`src/rtl/mcr_rom_arb_pkg.sv`:
```
// Shared types for the ROM port arbiter: reset sequencer states and BRAM grant owners.
package mcr_rom_arb_pkg;

   typedef enum logic [1:0] {
      SeqUnloaded,
      SeqLoading,
      SeqStretch,
      SeqRun
   } seq_state_t;

   typedef enum logic [1:0] {
      GntNone,
      GntDl,
      GntMain,
      GntSnd
   } grant_t;

endpackage

```
`src/rtl/rom_rst_seq.sv`:
```
// Core reset sequencer: holds the core in reset until a ROM is loaded, then stretches every
// load or user reset for RST_CYCLES clocks before releasing it.
module rom_rst_seq
   import mcr_rom_arb_pkg::*;
#(
   parameter int unsigned RST_CYCLES = 65535
) (
   input  logic clk_sys,
   input  logic reset_n,
   input  logic dl_active,
   input  logic user_reset,
   output logic core_reset,
   output logic rom_loaded
);

   localparam logic [15:0] RstLoad = 16'(RST_CYCLES);

   seq_state_t  state_q;
   logic [15:0] count_q;
   logic        dl_active_q;
   logic        dl_rise;

   assign dl_rise = dl_active & ~dl_active_q;

   always_ff @(posedge clk_sys or negedge reset_n) begin
      if (!reset_n) begin
         state_q     <= SeqUnloaded;
         count_q     <= '0;
         dl_active_q <= 1'b0;
         core_reset  <= 1'b1;
         rom_loaded  <= 1'b0;
      end else begin
         dl_active_q <= dl_active;
         // A new download restarts the sequence from any state.
         if (dl_rise) begin
            state_q    <= SeqLoading;
            core_reset <= 1'b1;
         end else begin
            unique case (state_q)
               SeqUnloaded: begin
               end
               SeqLoading: begin
                  if (!dl_active) begin
                     state_q    <= SeqStretch;
                     count_q    <= RstLoad;
                     rom_loaded <= 1'b1;
                  end
               end
               SeqStretch: begin
                  if (user_reset) begin
                     count_q <= RstLoad;
                  end else if (count_q <= 16'd1) begin
                     // Final decrement lands on zero together with the release.
                     state_q    <= SeqRun;
                     count_q    <= '0;
                     core_reset <= 1'b0;
                  end else begin
                     count_q <= count_q - 16'd1;
                  end
               end
               SeqRun: begin
                  if (user_reset) begin
                     state_q    <= SeqStretch;
                     count_q    <= RstLoad;
                     core_reset <= 1'b1;
                  end
               end
            endcase
         end
      end
   end

endmodule

```
`src/rtl/rom_port_arbiter.sv`:
```
// Shares one single-port BRAM between the ROM download writer and the main/sound CPU fetch ports.
// Define ROM_ARB_CHECKSUM_EN to add the dl_sum download checksum output.
module rom_port_arbiter
   import mcr_rom_arb_pkg::*;
#(
   parameter int unsigned AW         = 16,
   parameter int unsigned DW         = 8,
   parameter int unsigned RST_CYCLES = 65535
) (
   input  logic          clk_sys,
   input  logic          reset_n,
   input  logic          dl_active,
   input  logic          dl_wr,
   input  logic [AW-1:0] dl_addr,
   input  logic [DW-1:0] dl_data,
   input  logic          m_req,
   input  logic [AW-1:0] m_addr,
   output logic          m_ack,
   output logic          m_valid,
   output logic [DW-1:0] m_data,
   input  logic          s_req,
   input  logic [AW-1:0] s_addr,
   output logic          s_ack,
   output logic          s_valid,
   output logic [DW-1:0] s_data,
   output logic [AW-1:0] ram_addr,
   output logic          ram_we,
   output logic [DW-1:0] ram_d,
   input  logic [DW-1:0] ram_q,
   input  logic          user_reset,
   output logic          core_reset,
   output logic          rom_loaded
`ifdef ROM_ARB_CHECKSUM_EN
   ,
   output logic [15:0]   dl_sum
`endif
);

   grant_t          grant;
   grant_t          last_q;
   logic            dl_write;
   logic            m_valid_q;
   logic            s_valid_q;
   logic [DW-1:0]   m_hold_q;
   logic [DW-1:0]   s_hold_q;

   assign dl_write = dl_active & dl_wr;

   // Fetches are locked out for the whole download, not just on write cycles.
   always_comb begin
      grant = GntNone;
      if (reset_n) begin
         if (dl_write) begin
            grant = GntDl;
         end else if (!dl_active) begin
            if (m_req && s_req) begin
               grant = (last_q == GntMain) ? GntSnd : GntMain;
            end else if (m_req) begin
               grant = GntMain;
            end else if (s_req) begin
               grant = GntSnd;
            end
         end
      end
   end

   always_comb begin
      ram_addr = '0;
      ram_we   = 1'b0;
      ram_d    = dl_data;
      unique case (grant)
         GntDl: begin
            ram_addr = dl_addr;
            ram_we   = 1'b1;
         end
         GntMain: ram_addr = m_addr;
         GntSnd:  ram_addr = s_addr;
         GntNone: begin
         end
      endcase
   end

   assign m_ack = (grant == GntMain);
   assign s_ack = (grant == GntSnd);

   always_ff @(posedge clk_sys or negedge reset_n) begin
      if (!reset_n) begin
         last_q    <= GntSnd;
         m_valid_q <= 1'b0;
         s_valid_q <= 1'b0;
         m_hold_q  <= '0;
         s_hold_q  <= '0;
      end else begin
         m_valid_q <= (grant == GntMain);
         s_valid_q <= (grant == GntSnd);
         if (grant == GntMain || grant == GntSnd) begin
            last_q <= grant;
         end
         if (m_valid_q) begin
            m_hold_q <= ram_q;
         end
         if (s_valid_q) begin
            s_hold_q <= ram_q;
         end
      end
   end

   // BRAM output is live in the valid cycle; the hold copy keeps it afterwards.
   assign m_valid = m_valid_q;
   assign s_valid = s_valid_q;
   assign m_data  = m_valid_q ? ram_q : m_hold_q;
   assign s_data  = s_valid_q ? ram_q : s_hold_q;

`ifdef ROM_ARB_CHECKSUM_EN
   logic        sum_dl_q;
   logic [15:0] sum_q;

   always_ff @(posedge clk_sys or negedge reset_n) begin
      if (!reset_n) begin
         sum_dl_q <= 1'b0;
         sum_q    <= '0;
      end else begin
         sum_dl_q <= dl_active;
         if (dl_active && !sum_dl_q) begin
            sum_q <= dl_write ? 16'(dl_data) : 16'h0000;
         end else if (dl_write) begin
            sum_q <= sum_q + 16'(dl_data);
         end
      end
   end

   assign dl_sum = sum_q;
`endif

   rom_rst_seq #(
      .RST_CYCLES (RST_CYCLES)
   ) u_rst_seq (
      .clk_sys    (clk_sys),
      .reset_n    (reset_n),
      .dl_active  (dl_active),
      .user_reset (user_reset),
      .core_reset (core_reset),
      .rom_loaded (rom_loaded)
   );

endmodule

```
`config.mk`:
```
export PLATFORM = sky130hd
export DESIGN_NAME = rom_port_arbiter
export DESIGN_NICKNAME = d
export VERILOG_FILES = /design/src/rtl/mcr_rom_arb_pkg.sv /design/src/rtl/rom_rst_seq.sv /design/src/rtl/rom_port_arbiter.sv
export SDC_FILE = /design/constraint.sdc
export NUM_CORES = 1
export LEC_CHECK = 0
export ABC_AREA = 0
export ABC_CLOCK_PERIOD_IN_PS = 3150
export CORE_ASPECT_RATIO = 1.25
export CORE_MARGIN = 2
export CORE_UTILIZATION = 41
export CTS_CLUSTER_DIAMETER = 60
export CTS_CLUSTER_SIZE = 25
export DETAILED_ROUTE_END_ITERATION = 8
export GPL_TIMING_DRIVEN = 0
export PLACE_DENSITY = 0.82
export RECOVER_POWER = 100
export SYNTH_ARGS = -nofsm -noshare
export SYNTH_HDL_FRONTEND = slang
export SYNTH_SLANG_ARGS = --single-unit
```
`constraint.sdc`:
```
create_clock -name clk_sys -period 3.15 [get_ports clk_sys]
set_input_delay 0.4725 -clock clk_sys [delete_from_list [all_inputs] [get_ports clk_sys]]
set_output_delay 0.4725 -clock clk_sys [all_outputs]
set_load 0.05 [all_outputs]
```
Yosys cells after proc, flatten, opt, wreduce, memory -nomap -nowiden
Cells that the tools add are included.
Widths: inputs -> output; s select.
Operators by class
  magnitude comparators: 1
  reduce and logical (&&, ||, !) cells: 9
  $add $sub $neg: 1
  eq/ne operators: 13
  bitwise logic cells: 5
  muxes and demuxes: 27
Operator list (count)
  $pmux 16 s3: 2
  $mux 16: 4
  $mux 2: 11
  $le 16x1->1 const B: 1
  $mux 8: 2
  $sub 16x1->16 const B: 1
  $eq 2x2->1 const B: 5
  $ne 3x2->1 const B: 3
  $reduce_and 4->1: 2
  $mux 1: 6
  $pmux 2 s3: 1
  $reduce_bool 3->1: 2
  $reduce_and 5->1: 1
  $eq 2x1->1 const B: 2
  $ne 2x2->1 const B: 2
  $reduce_bool 4->1: 1
  $ne 3x1->1 const B: 1
  $not 1->1: 3
  $reduce_and 3->1: 1
  $and 1x1->1: 2
  $pmux 1 s2: 1
  $logic_and 1x1->1: 1
  $logic_or 1x1->1: 1
Storage, ports and cells
  word-level logic and storage cells: 66
  output and inout port bits: 47
  register bits: 41

Depth between registers and ports, before layout
Gate-level depths: netlist of run 1.
  depth after elaboration: 8
  depth in mapped cells: 8
  depth with buffers taken out: 7

By module
From an unflattened synthesis of run 1, not the netlist that was laid out.
Unflattened totals
  cell total of the unflattened synthesis: 238
  area, all modules: 2421.1 um2
Modules (own cells, without submodules)
  rom_rst_seq: area an instance 1283.7 um2, cells each 143, instances 1
  rom_port_arbiter: area an instance 1137.3 um2, cells each 95, instances 1

Worst setup path after synthesis of run 1
Ideal clock, no wire load.
  kind: input to output
  start: input dl_active
  end: output ram_addr[0]
  buffers on the path: 3
  cell stages on the path: 6
  data arrival time: 2.720 ns
  setup slack: -0.042 ns
  required time: 2.677 ns
  path through: clkbuf_1 and3b_1 clkbuf_1 buf_2 mux2i_1 o21ai_0
On the way
  longest elaborated chain between the ends: 5
  elaborated cells on any way between the ends: 8
Ends and longest elaborated chain
  start, declared: RTL line rom_port_arbiter.sv:12  | input logic dl_active,
  $mux 2 or $and 1x1->1 (tied branches): RTL line rom_port_arbiter.sv:55, rom_port_arbiter.sv:47
  $mux 2 *: RTL line rom_port_arbiter.sv:53  | if (dl_write) begin
  $mux 2 *: RTL line rom_port_arbiter.sv:52  | if (reset_n) begin
  $eq 2x2->1 or $eq 2x1->1 (tied branches): RTL line rom_port_arbiter.sv:71  | unique case (grant)
  $pmux 16 s3 *: RTL line rom_port_arbiter.sv:71
  end, declared: RTL line rom_port_arbiter.sv:26  | output logic [AW-1:0] ram_addr,
Mark *: on every way between the ends. The rest lies on a longest branch, timed or not.

Final worst setup path of run 1
  start: input dl_active
  end: output s_ack
On the way
  longest elaborated chain between the ends: 4
  elaborated cells on any way between the ends: 5
Ends and longest elaborated chain
  $mux 2 or $and 1x1->1 (tied branches): RTL line rom_port_arbiter.sv:55, rom_port_arbiter.sv:47
  $mux 2 *: RTL line rom_port_arbiter.sv:53
  $mux 2 *: RTL line rom_port_arbiter.sv:52
  $eq 2x2->1 *: RTL line rom_port_arbiter.sv:84  | assign s_ack = (grant == GntSnd);
  end, declared: RTL line rom_port_arbiter.sv:23  | output logic s_ack,
Marks and branches as above.

==> results.rst, run 1 <==
.. list-table::
   :header-rows: 1

   * - Metric
     - Value
   * - Via density per instance
     - 5.248
   * - Cell area after layout
     - 3598 µm²
   * - Gr usage total
     - 0.2122
   * - Total CTS buffers
     - 5
   * - Row Count
     - 30
   * - Sum of buffers and inverters on the critical path
     - 3
   * - First-pass GRT wire length
     - 10670 µm
   * - Routability congestion estimate from global placement
     - about 0.85
   * - Overall die height
     - around 89 µm
   * - EDFF count, synth
     - 0
   * - Initial core utilization
     - 0.4290
   * - Class of the tightest hold or removal check
     - in2async
   * - Arrival time at the worst endpoint
     - 2.58 ns
   * - Data required time at the worst endpoint
     - 2.68 ns
   * - H-Tree Level Count
     - 2
   * - TritonCTS clock tree
     - done
   * - Clock-pin slew on the worst setup and hold paths
     - 0.08 ns
   * - Antenna violations before repair
     - 0
   * - Post-detailed-route count of antenna-violating nets
     - 0
   * - Port Buffers
     - 109
   * - Clock Skew
     - 0.01092 ns
   * - Library cell used as clock root buffer
     - sky130_fd_sc_hd__clkbuf_8
   * - DRC
     - 0
   * - Placed cell area
     - 3561 µm²
   * - Post-Route Utilization
     - 0.6522
   * - Pin count of the biggest net entering global routing
     - 25
   * - Commonest non-fill, non-tap cell in the layout
     - sky130_fd_sc_hd__clkdlybuf4s50_1
   * - Count of cell types in the netlist
     - 38
   * - Largest voltage drop on the vdd net
     - about 350 µV
   * - Tightest slew margin relative to the limit
     - 0.2774
   * - Post-detailed-route wirelength per cell
     - 14.48 µm
   * - Critical path, cell by cell
     - clkdlybuf4s50_1, clkbuf_1, and3b_2, and2_1, clkdlybuf4s50_1
   * - Mapped cell area
     - 2367 µm²
   * - Result of the run
     - finished clean
   * - Hold Fails Final Rpt
     - 0
   * - Count of mapped cells out of synthesis
     - 260
   * - Routed Wire Length
     - 6371 µm
   * - Clock latency at the later pin of the worst-skew pair
     - 0.29 ns
   * - Share of cells above drive strength 1
     - 0.1223
   * - Sinks on the clock net
     - 41
   * - Mean instance size in the synthesized netlist
     - between 9 and 10 µm²
   * - Category of the critical setup timing path
     - in2out
   * - Register-to-register setup slack
     - 0.48 ns
   * - Number of diodes
     - 0
   * - Synthesis-to-layout area growth
     - 52.01%
   * - Hold-fix buffers, CTS
     - 0
   * - Number of buffers on the longest clock path
     - 2
   * - Count of final setup violators
     - 0
   * - Share of the yosys chip area belonging to registers
     - 0.4350
   * - Gr ovfl total
     - 0
   * - Most numerous cell on the critical path
     - sky130_fd_sc_hd__clkdlybuf4s50_1
   * - Power density over the cells
     - 438.5 nW/µm²
   * - Total Die Area
     - 6402 µm²
   * - Number of nets at the end of the flow
     - 449
   * - Post-detail-place hpwl
     - 5069 µm
   * - Final worst-path cycle share
     - 0.9689
   * - CORE AREA
     - between 5000 and 6000 µm²
   * - Crit path launch type
     - input port
   * - Top cell family by delay on the critical path
     - buffers and inverters
   * - Final count of pins violating max slew
     - 0
   * - Iteration-0 DRC Markers
     - slightly below 100
   * - DR pass1 iterations
     - 4
   * - Share of flip-flops with an asynchronous set or reset after synthesis
     - 1.000
   * - Post-layout minimum cycle time
     - 3.052 ns
   * - Routed vias
     - around 2300
   * - RSZ-0062 raised after global routing
     - no
   * - Type of destination of the critical path
     - output pin
   * - Via count of the first global-routing pass
     - 2386
   * - Crit-path max FO
     - 10
   * - Achievable frequency
     - 327.6 MHz
   * - Flip-flop and latch count after synthesis
     - 41
   * - Most used cells in the layout excluding fill and tap cells
     - sky130_fd_sc_hd__clkdlybuf4s50_1, sky130_fd_sc_hd__dfrtp_1, sky130_fd_sc_hd__dlygate4sd3_1
   * - Cell type of the slowest stage on the worst timing path
     - sky130_fd_sc_hd__clkdlybuf4s50_1
   * - Most used DFF post-synth
     - sky130_fd_sc_hd__dfrtp_1
   * - Warnings, synthesis
     - 0
   * - Post-synthesis net count
     - approximately 330
   * - Actual transition at the worst max-transition pin
     - about 1.1 ns
   * - Static leakage power
     - 1.481 nW
   * - Max stage delay on crit path
     - 0.84 ns
   * - Number of violations of the max-capacitance limit
     - 0
   * - Count of boundary I/O pins
     - 118
   * - Die W
     - 71.97 µm
-- timing repair --
action / 4_1_cts / 5_1_grt
gates resized for setup: 31 / 22
buffers inserted: 0 / 0
cloned: 0 / 0
endpoints found under the setup margin: 19 / 14
-- through the flow --
step | worst slack [ns] | hold WS [ns] | std cells | total power, W | TNS, ns
2_1_floorplan | 0.03330 | 0.1769 | 260 | 0.001029 | 0
3_3_place_gp | -1.772 | 0.4504 | 433 | 0.001279 | -28.49
3_5_place_dp | -0.6287 | 0.4561 | 434 | 0.001292 | -8.609
4_1_cts | 0.004291 | 0.07348 | 440 | 0.001632 | 0
5_1_grt | 0.003192 | 0.07702 | 440 | 0.001661 | 0
6_report | 0.09794 | 0.06551 | 440 | 0.001578 | 0
-- flip-flops by register name, indices dropped and copies added (netlist names) --
register	count
u_rst_seq.rom_loaded	1
m_hold_q	8
last_q	2
u_rst_seq.count_q	16
u_rst_seq.dl_active_q	1
s_hold_q	8
u_rst_seq.state_q	2
m_valid	1
s_valid	1
u_rst_seq.core_reset	1
-- where the power goes --
| group | internal (W) | switching [W] | leakage [nW] |
|---|---|---|---|
| Sequential | 0.000585 | 0.0000219 | 0.436 |
| Combinational | 0.000230 | 0.000398 | 1.00 |
| Clock | 0.000173 | 0.000170 | 0.0433 |
| Total | 0.000988 | 0.000590 | 1.48 |
-- logic make-up after synthesis --
kind of cell	synth area share
multiplexers	0.1438
AO/OA/AOI/OAI	0.1538
flip-flops	0.4350
adder cells (fa/ha/maj)	0.01057
buffers and inverters	0.07082
AND/OR/NAND/NOR	0.1860
-- synthesized netlist by cell type, drive strengths merged (3+ instances only) --
master / number / share of area
a211oi: 7 / 0.022
a21oi: 25 / 0.053
and3: 3 / 0.0079
buf: 12 / 0.039
clkbuf: 11 / 0.017
dfrtp: 38 / 0.40
dfstp: 3 / 0.033
inv: 9 / 0.014
mux2: 16 / 0.076
mux2i: 16 / 0.068
nand2: 25 / 0.040
nand2b: 4 / 0.011
nand3: 6 / 0.013
nand4: 3 / 0.0079
nor2: 26 / 0.041
nor2b: 3 / 0.0079
nor3: 8 / 0.017
nor4: 3 / 0.0079
o21ai: 19 / 0.042
o31ai: 3 / 0.0095
or3: 3 / 0.010
-- cell type report --
cell class | instances | area (µm²)
plain buffers | 22 | 123.9
clock buffers | 6 | 82.58
clock inverters | 1 | 7.507
fillers | 452 | 1919
inverters | 9 | 33.78
multi-input cells | 187 | 1176
flip-flops and latches | 41 | 1030
well taps | 64 | 80.08
repair buffers | 110 | 1065
-- layer usage --
layer / up-vias / GRT usage / wire (µm)
met1: 1062 / 0.2408 / 2437
li1: 1142 / - / -
met2: 97 / 0.3729 / 3337
met5: - / 0 / 0
met3: 8 / 0.07892 / 531
met4: 0 / 0.06518 / 65
-- worst paths after layout --
check	from	end	cells past startpoint
hold / removal	reset_n	u_rst_seq.count_q[15]$_DFFE_PN0P_	1
setup / recovery	dl_active	s_ack	5
setup reg to reg	u_rst_seq.count_q[4]$_DFFE_PN0P_	u_rst_seq.count_q[11]$_DFFE_PN0P_	7
max in group asynchronous	reset_n	last_q[1]$_DFFE_PN1P_	2
hold reg to reg	last_q[1]$_DFFE_PN1P_	last_q[1]$_DFFE_PN1P_	2
min in group clk_sys	last_q[1]$_DFFE_PN1P_	last_q[1]$_DFFE_PN1P_	2
No activity file was read; power rests on OpenSTA's default activity.
==> run 2, diff against run 1 <==
- ABC_CLOCK_PERIOD_IN_PS: 3150 -> 3830
- CORE_UTILIZATION: 41 -> 44
- PLACE_DENSITY: 0.82 -> 0.87
- TNS_END_PERCENT: default -> 20
- clock period: 3.15 -> 3.83 ns (I/O delays scaled with it)
==> results.rst, run 2 (synthesis results as in run 1) <==
.. list-table::
   :header-rows: 1

   * - Metric
     - Value
   * - Routability congestion estimate from global placement
     - 0.8278 (was 0.8459)
   * - Max stage delay on crit path
     - 0.90 ns (was 0.84 ns)
   * - RSZ-0062 raised after global routing
     - no (unchanged)
   * - Routing usage on met3
     - 0.06816 (was 0.07892)
   * - Number of flip-flops under the largest register name
     - 16 (unchanged)
   * - Initial core utilization
     - 0.4627 (was 0.4290)
   * - Library cell used as clock root buffer
     - sky130_fd_sc_hd__clkbuf_8 (unchanged)
   * - Fillers
     - 412 (was 452)
   * - Gr usage total
     - 0.2355 (was 0.2122)
   * - CORE AREA
     - 5116 µm² (was 5518 µm²)
   * - Number of violations of the max-capacitance limit
     - 0 (unchanged)
   * - Total CTS buffers
     - 5 (unchanged)
   * - Cell area after layout
     - 3586 µm² (was 3598 µm²)
   * - Largest voltage drop on the vdd net
     - 268.6 µV (was 354.8 µV)
   * - Pin count of the biggest net entering global routing
     - 43 (was 25)
   * - Net switching power figure
     - 0.0005116 W (was 0.0005900 W)
   * - Clock latency at the later pin of the worst-skew pair
     - 0.30 ns (was 0.29 ns)
   * - M2 GR Usage
     - 0.4108 (was 0.3729)
   * - Total Die Area
     - 5986 µm² (was 6402 µm²)
   * - Final worst-path cycle share
     - 0.9506
   * - Die W
     - 69.61 µm (was 71.97 µm)
   * - Critical path, cell by cell
     - clkdlybuf4s50_1, clkbuf_1, and3b_1, clkbuf_2, mux2i_1, a211oi_1, dlygate4sd3_1 (was clkdlybuf4s50_1, clkbuf_1, and3b_2, and2_1, clkdlybuf4s50_1)
   * - Post-detailed-route count of antenna-violating nets
     - 0 (unchanged)
   * - Global-route layer with the greatest usage
     - met2 (unchanged)
   * - Number of buffers on the longest clock path
     - 2 (unchanged)
   * - Via count of the first global-routing pass
     - 2431 (was 2386)
   * - Most used cells in the layout excluding fill and tap cells
     - sky130_fd_sc_hd__clkdlybuf4s50_1, sky130_fd_sc_hd__dfrtp_1, sky130_fd_sc_hd__dlygate4sd3_1 (unchanged)
   * - Internal power consumption
     - 0.0007985 W (was 0.0009881 W)
   * - Placed cell area
     - 3551 µm² (was 3561 µm²)
   * - Actual transition at the worst max-transition pin
     - 1.085 ns (was 1.074 ns)
   * - Fraction of power consumed by sequential logic
     - 0.381 (was 0.385)
   * - Achievable frequency
     - ~270 MHz
   * - Overall die height
     - 86.01 µm (was 88.96 µm)
   * - Via density per instance
     - 5.500 (was 5.248)
   * - Routed Wire Length
     - 6884 µm (was 6371 µm)
   * - Total power draw
     - 0.001310 W (was 0.001578 W)
   * - Largest reg by FF count
     - u_rst_seq.count_q (unchanged)
   * - Gr ovfl total
     - 0 (unchanged)
   * - Hold Fails Final Rpt
     - 0 (unchanged)
   * - Iteration-0 DRC Markers
     - 214 (was 98)
   * - Routed vias
     - 2420 (was 2309)
   * - Clock-pin slew on the worst setup and hold paths
     - 0.08 ns (about the same)
   * - Cells after DPL
     - 432 (was 434)
   * - Type of destination of the critical path
     - output pin (unchanged)
   * - Hold-fix buffers, CTS
     - 0 (unchanged)
   * - Result of the run
     - finished clean (unchanged)
   * - Antenna violations before repair
     - 0 (unchanged)
   * - Crit path launch type
     - input port (unchanged)
   * - Clock Skew
     - 0.009389 ns (was 0.01092 ns)
   * - Count of final setup violators
     - 0 (unchanged)
   * - First-pass GRT wire length
     - 11200 µm (was 10670 µm)
   * - DR pass1 iterations
     - 4 (unchanged)
   * - Tightest slew margin relative to the limit
     - 0.2702 (was 0.2774)
   * - Row Count
     - 29 (was 30)
   * - Class of the tightest hold or removal check
     - in2async (unchanged)
   * - Part of the total power dissipated in the clock network
     - 0.220 (was 0.218)
   * - Share of cells above drive strength 1
     - 0.08201 (was 0.1223)
   * - Count of boundary I/O pins
     - 118 (unchanged)
   * - Largest registers
     - u_rst_seq.count_q: 16 flops, m_hold_q: 8 flops, s_hold_q: 8 flops (unchanged)
   * - Commonest non-fill, non-tap cell in the layout
     - sky130_fd_sc_hd__clkdlybuf4s50_1 (unchanged)
   * - Sinks on the clock net
     - 41 (unchanged)
   * - Port Buffers
     - 109 (unchanged)
   * - Post-detailed-route wirelength per cell
     - 15.65 µm (was 14.48 µm)
   * - Category of the critical setup timing path
     - in2out (unchanged)
   * - Cell type of the slowest stage on the worst timing path
     - sky130_fd_sc_hd__dlygate4sd3_1 (was sky130_fd_sc_hd__clkdlybuf4s50_1)
   * - Post-detail-place hpwl
     - 5415 µm (was 5069 µm)
   * - TritonCTS clock tree
     - done (unchanged)
   * - Synthesis-to-layout area growth
     - 51.48% (was 52.01%)
   * - Final cell count without fillers
     - 440 (unchanged)
   * - Switch share
     - 0.3905 (was 0.3739)
   * - Crit-path max FO
     - 10 (unchanged)
   * - Number of diodes
     - 0 (unchanged)
   * - Static leakage power
     - 1.461 nW (was 1.481 nW)
   * - Post-layout minimum cycle time
     - 3.641 ns
   * - DRC
     - 0 (unchanged)
   * - H-Tree Level Count
     - 2 (unchanged)
   * - Power density over the cells
     - 365.3 nW/µm² (was 438.5 nW/µm²)
   * - Final count of pins violating max slew
     - 0 (unchanged)
   * - Global routing met1 resource utilization
     - 0.2739 (was 0.2408)
   * - Arrival time at the worst endpoint
     - 3.07 ns (was 2.58 ns)
   * - Number of nets at the end of the flow
     - 450 (was 449)
   * - Data required time at the worst endpoint
     - 3.26 ns (was 2.68 ns)
   * - Combinational fraction of design power
     - 0.399 (was 0.398)
==> run 2: cell count changes in the layout (fill, tap and decap cells not counted), moves of 2 or more <==
cell / before / now
sky130_fd_sc_hd__clkbuf_2: 12 / 1
sky130_fd_sc_hd__clkbuf_1: 10 / 20
sky130_fd_sc_hd__clkdlybuf4s15_2: 3 / 0
sky130_fd_sc_hd__dlygate4sd3_1: 28 / 31
sky130_fd_sc_hd__clkdlybuf4s50_1: 62 / 64
sky130_fd_sc_hd__dlygate4sd2_1: 4 / 6
==> run 2: power groups by stage <==
stage / combinational (W) / clock, W / sequential (W)
6_report: 0.000523 / 0.000288 / 0.000499
5_1_grt: 0.000554 / 0.000317 / 0.000505
4_1_cts: 0.000558 / 0.000297 / 0.000501
3_5_place_dp: 0.000558 / 0 / 0.000509
3_3_place_gp: 0.000548 / 0 / 0.000505
2_1_floorplan: 0.000339 / 0 / 0.000506
==> run 2: worst paths after layout <==
kind	slack, ns	cells past startpoint	start	endpoint
min reg2reg	0.46	2	last_q[1]$_DFFE_PN1P_	last_q[1]$_DFFE_PN1P_
min in group clk_sys	0.46	2	last_q[1]$_DFFE_PN1P_	last_q[1]$_DFFE_PN1P_
max in group asynchronous	3.16	2	reset_n	u_rst_seq.core_reset$_DFFE_PN1P_
max	0.19	7	dl_active	ram_addr[14]
min	0.11	1	reset_n	s_hold_q[1]$_DFF_PN0_
max reg2reg	1.06	7	u_rst_seq.count_q[4]$_DFFE_PN0P_	u_rst_seq.count_q[7]$_DFFE_PN0P_
==> run 2: worst max-delay path: cells and delay by family <==
family / cells / cell delay [ns]
AO/OA/AOI/OAI: 1 / 0.23
multiplexers: 1 / 0.16
buffers and inverters: 4 / 1.88
AND/OR/NAND/NOR: 1 / 0.22
==> run 2: through the flow <==
| step | worst slack, ns | util | TNS [ns] | hold WS (ns) |
|---|---|---|---|---|
| after global placement | -1.389 | 0.6911 | -19.97 | 0.4487 |
| after detailed placement | -0.2366 | 0.6941 | -1.520 | 0.3926 |
| after global routing | 0.02912 | 0.7009 | 0 | 0.1095 |
| final | 0.1891 | 0.7009 | 0 | 0.1093 |
| after CTS | 0.06625 | 0.7114 | 0 | 0.06157 |
| after floorplan | 0.4335 | - | 0 | 0.2789 |
==> run 2: area by class of cell <==
type,instances,area [µm²],share of cell area
Tap cell,62,77.57,0.02163
Clock buffer,5,68.82,0.01919
Clock inverter,3,21.27,0.005932
Inverter,9,33.78,0.009421
Timing Repair Buffer,110,1054,0.2938
Sequential cell,41,1030,0.2872
Multi-Input combinational cell,187,1175,0.3276
Buffer,23,126.4,0.03524
==> run 2: repair_timing <==
item / CTS / global route
setup buffers: 0 / 0
resized for setup: 8 / 7
setup endpoints to repair: 12 / 7
cloned: 0 / 0
==> run 2: metal layers <==
layer  part of all wire  routed length (µm)
met1               0.37                2552
met2               0.51                3534
met3              0.092                 635
met4              0.024                 162
met5                  0                   0
